File: config.mk
export PLATFORM = sky130hd
export DESIGN_NAME = add_share_arbiter
export DESIGN_NICKNAME = d
export VERILOG_FILES = /design/src/rtl/add_share_arbiter.sv
export SDC_FILE = /design/constraint.sdc
export NUM_CORES = 1
export LEC_CHECK = 0
export CAP_MARGIN = 25
export CORE_ASPECT_RATIO = 0.6
export CORE_MARGIN = 3
export CORE_UTILIZATION = 39
export DETAILED_ROUTE_END_ITERATION = 10
export PLACE_DENSITY = 0.83
export RECOVER_POWER = 100
export SYNTH_ARGS = -nofsm -noshare
export SYNTH_HDL_FRONTEND = slang
export SYNTH_SLANG_ARGS = --single-unit
File: constraint.sdc
create_clock -name clock -period 6.6 [get_ports clock]
set_input_delay 1.32 -clock clock [delete_from_list [all_inputs] [get_ports clock]]
set_output_delay 1.32 -clock clock [all_outputs]
set_load 0.02 [all_outputs]
File: src/rtl/add_share_arbiter.sv
// One shared WIDTH-bit adder serving NREQ requesters through a round-robin
// valid/ready arbiter, with a single registered result stage and an op counter.
module add_share_arbiter #(
    parameter int WIDTH = 32,
    parameter int NREQ  = 4,
    parameter int IDW   = 2,
    parameter int CNTW  = 16
) (
    input  logic                  clock,
    input  logic                  reset,
    input  logic [NREQ-1:0]       req_valid,
    input  logic [NREQ*WIDTH-1:0] req_a,
    input  logic [NREQ*WIDTH-1:0] req_b,
    output logic [NREQ-1:0]       req_ready,
    output logic                  rsp_valid,
    input  logic                  rsp_ready,
    output logic [IDW-1:0]        rsp_id,
    output logic [WIDTH-1:0]      rsp_data,
    output logic [CNTW-1:0]       op_count
);

    typedef enum logic {
        EMPTY = 1'b0,
        FULL  = 1'b1
    } state_e;

    state_e            state_q, state_d;
    logic [WIDTH-1:0]  data_q, data_d;
    logic [IDW-1:0]    id_q, id_d;
    logic [IDW-1:0]    ptr_q, ptr_d;
    logic [CNTW-1:0]   cnt_q, cnt_d;

    logic              hit_s;
    logic              can_accept_s;
    logic [IDW-1:0]    win_s;
    logic [NREQ-1:0]   grant_s;
    logic [WIDTH-1:0]  op_a_s;
    logic [WIDTH-1:0]  op_b_s;

    // Round-robin search: first valid index above the pointer, otherwise wrap to the lowest valid index.
    always_comb begin
        hit_s = 1'b0;
        win_s = {IDW{1'b0}};
        for (int i = 0; i < NREQ; i++) begin
            if (!hit_s && req_valid[i] && (IDW'(i) > ptr_q)) begin
                hit_s = 1'b1;
                win_s = IDW'(i);
            end else begin
                hit_s = hit_s;
            end
        end
        for (int i = 0; i < NREQ; i++) begin
            if (!hit_s && req_valid[i]) begin
                hit_s = 1'b1;
                win_s = IDW'(i);
            end else begin
                hit_s = hit_s;
            end
        end
    end

    // One-hot grant, suppressed during reset and while a held result is not being consumed.
    always_comb begin
        can_accept_s = (state_q == EMPTY) || rsp_ready;
        if (reset && can_accept_s && hit_s) begin
            grant_s = {{(NREQ-1){1'b0}}, 1'b1} << win_s;
        end else begin
            grant_s = {NREQ{1'b0}};
        end
    end

    // Operand mux for the winning requester.
    always_comb begin
        op_a_s = {WIDTH{1'b0}};
        op_b_s = {WIDTH{1'b0}};
        for (int i = 0; i < NREQ; i++) begin
            if (IDW'(i) == win_s) begin
                op_a_s = req_a[i*WIDTH +: WIDTH];
                op_b_s = req_b[i*WIDTH +: WIDTH];
            end else begin
                op_a_s = op_a_s;
            end
        end
    end

    // Result-stage next state: load on transfer, drain on consume, otherwise hold.
    always_comb begin
        state_d = state_q;
        data_d  = data_q;
        id_d    = id_q;
        ptr_d   = ptr_q;
        cnt_d   = cnt_q;
        if (|grant_s) begin
            state_d = FULL;
            data_d  = op_a_s + op_b_s;
            id_d    = win_s;
            ptr_d   = win_s;
            if (&cnt_q) begin
                cnt_d = cnt_q;
            end else begin
                cnt_d = cnt_q + {{(CNTW-1){1'b0}}, 1'b1};
            end
        end else if ((state_q == FULL) && rsp_ready) begin
            state_d = EMPTY;
        end else begin
            state_d = state_q;
        end
    end

    // State registers; the pointer resets to NREQ-1 so requester 0 wins first.
    always_ff @(posedge clock) begin
        if (!reset) begin
            state_q <= EMPTY;
            data_q  <= {WIDTH{1'b0}};
            id_q    <= {IDW{1'b0}};
            ptr_q   <= IDW'(NREQ - 1);
            cnt_q   <= {CNTW{1'b0}};
        end else begin
            state_q <= state_d;
            data_q  <= data_d;
            id_q    <= id_d;
            ptr_q   <= ptr_d;
            cnt_q   <= cnt_d;
        end
    end

    assign req_ready = grant_s;
    assign rsp_valid = (state_q == FULL);
    assign rsp_id    = id_q;
    assign rsp_data  = data_q;
    assign op_count  = cnt_q;

endmodule

==> impl_metrics.toml <==
[run_status]
status = "finished clean"

[grt]
track_usage_pct = 27.8
antenna_found_initial = 0
grt_pass1_wl_um = 34200
grt_overflow = 0
grt_pass1_vias = 6415
grt_max_degree = 71

[finish]
instances_no_fill = 1226
final_area_um2 = 8860
final_core_util_pct = 67.2
drive_gt1_share_pct = 2.65
diodes = 0
syn2layout_area_growth_pct = 64.4
nNetsFinal = 1351

[floorplan]
initial_core_util_pct = 40.9
die_x_um = 158
fp-row-count = 32
core_area_um2 = 13200
pin_count = 318
die_h_um = 97.0
die-area_um2 = 15300

[timing]
rsz0062_at_grt = "no"
setup_viol = 0
holdWs_ns = 0.450
worst_slew_pin_slew_ns = 1.31
hold_viol = 0
drv_slew = 0
min_period_ns = 5.83
fmax_mhz = 172
clock_skew_ns = 0.00558
relSlewSlack_pct = 12.3
tns_ns = 0
layout_setup_ws_ns = 0.772
fin_crit_sh_pct = 88.3

[drt]
viasPerCell = 5.50
wl_per_cell_um = 18.2
vias = 6748
drt_iter0_drc = 466
ant_nets = 0
drc = 0
dr.pass1.iters = 5
wl_um = 22300

[synthesis]
yosys_register_bits = 53
synthTopCellsByArea = "dfxtp_1, nand2_1, a211oi_1"
synthCells = 775
syn_area_um2 = 5390
ys_seq_area_share_pct = 19.7
async_flop_share_pct = 0
avgSynthCellArea_um2 = 6.95
synth_cell_type_count = 52
synth_common_cells = "nand2_1, a31oi_1, a211oi_1"
yosysTopAreaCell = "dfxtp_1"
yosysWarningCount = 0
yosys.area.top_type_share_pct = 19.7
synth_edf_count = 0
post-synth-top-count-cell = "nand2_1"
synth_flop_cell = "dfxtp_1"
synthesis.nets = 1071

[hold_path]
hold_depth = 2
hp-class = "reg2reg"

[worst_setup_path]
cp.arrival_ns = 6.00
start_kind = "primary input"
crit_fanout = 60
critical_path_class = "in2reg"
cp.required_ns = 6.77
r2r_cells = 16
crit_path_end_kind = "flip-flop"

[clock_network]
cts_buffers = 5
cts_setup_buffers = 0
clk_pin_slew_ns = 0.07
cts.sinks = 53
cts-root-buf = "clkbuf_16"
hold_buffers = 0
htree_levels = 2
clk_latency_ns = 0.29
cts_buffer_depth = 2
cts_tree = "done"
post_cts_resized = 0

[placed_design]
dp.cells = 1218
io_buffers = 317
placed_cell_area_um2 = 8720
dp_slack_ns = 0.701
gp_congestion = 0.890
dp_hpwl_um = 18400

[pwr]
p_clk_share_pct = 12.9
vdd_drop_max_uv = 125
intPower_mw = 1.20
power_mw = 2.11
comb_power_share_pct = 65.5
switching_share_pct = 43.2
power.leakage_nw = 3.58
powerDensity_nw_per_um2 = 238
power_switching_mw = 0.910
p_seq_share_pct = 21.6

[flow_run]
cap_violations = 0
-- critical path: stages --
cell and delay [ns]:
dlygate4sd3_1 0.62, a31oi_1 0.37, a21o_4 0.60, nand2_1 0.21, o22ai_1 0.19, a21oi_1 0.07
ha_1 0.40, a211oi_2 0.24, nor2_1 0.09, o41ai_1 0.37, a2bb2oi_1 0.33, nand3_1 0.24
a221oi_1 0.51, o21ai_1 0.17, nor3_1 0.20, a311oi_1 0.07
-- cells in the final DEF (no fill, tap or decap), types with 11 or more instances in the layout --
master / count
dlygate4sd3_1: 54
clkdlybuf4s50_1: 263
a211oi_1: 63
o21ai_0: 39
a21o_1: 14
ha_1: 32
a21oi_1: 28
and3_1: 12
nand2_1: 150
a31oi_1: 66
dfxtp_1: 53
and2_1: 55
mux2i_1: 11
nand3_1: 33
xor2_1: 26
xnor2_1: 16
nor2_1: 37
-- final cells by class --
cell class | instances | area (um2)
Timing Repair Buffer | 328 | 3290
Clock inverter | 2 | 13.8
Clock buffer | 6 | 139
Fill cell | 1151 | 4320
Inverter | 6 | 22.5
Sequential cell | 53 | 1060
Multi-Input combinational cell | 661 | 4120
Tap cell | 170 | 213
-- layer usage --
| layer | global-route usage (%) | wire, um | vias to the layer above |
|---|---|---|---|
| met3 | 5.99 | 1710 | 21 |
| li1 | - | - | 3373 |
| met1 | 36.9 | 9870 | 3106 |
| met2 | 47.5 | 10500 | 248 |
| met4 | 3.47 | 173 | 0 |
| met5 | 0 | 0 | - |
-- worst paths after layout --
kind	startpoint	end	slack [ns]
hold reg to reg	rsp_data[0]	rsp_data[0]	0.45
setup / recovery	req_valid[3]	rsp_data[30]	0.77
hold / removal	rsp_data[0]	rsp_data[0]	0.45
setup reg to reg	ptr_q[1]	rsp_data[30]	1.87
-- sequential cells by signal, summed over array words and instances (netlist names) --
| register | cells |
|---|---|
| rsp_id | 2 |
| rsp_data | 32 |
| rsp_valid | 1 |
| ptr_q | 2 |
| op_count | 16 |
-- power by group through the flow --
stage / sequential (mW) / combinational [mW] / clock (mW)
after floorplan: 0.566 / 0.746 / 0
after global placement: 0.465 / 1.39 / 0
after detailed placement: 0.467 / 1.41 / 0
after CTS: 0.460 / 1.42 / 0.275
after global routing: 0.467 / 1.51 / 0.288
final: 0.455 / 1.38 / 0.272
-- kinds of logic (layout without fill, tap and decap cells) --
kind of cell | count (synthesis) | in the layout | synth area share (%)
AO/OA/AOI/OAI | 247 | 247 | 30.6
XOR/XNOR | 42 | 42 | 6.83
adder cells (fa/ha/maj) | 33 | 33 | 7.80
buffers and inverters | 61 | 342 | 4.25
flip-flops | 53 | 53 | 19.7
multiplexers | 11 | 11 | 2.04
AND/OR/NAND/NOR | 328 | 328 | 28.8
No activity file was read; power rests on OpenSTA's default activity.
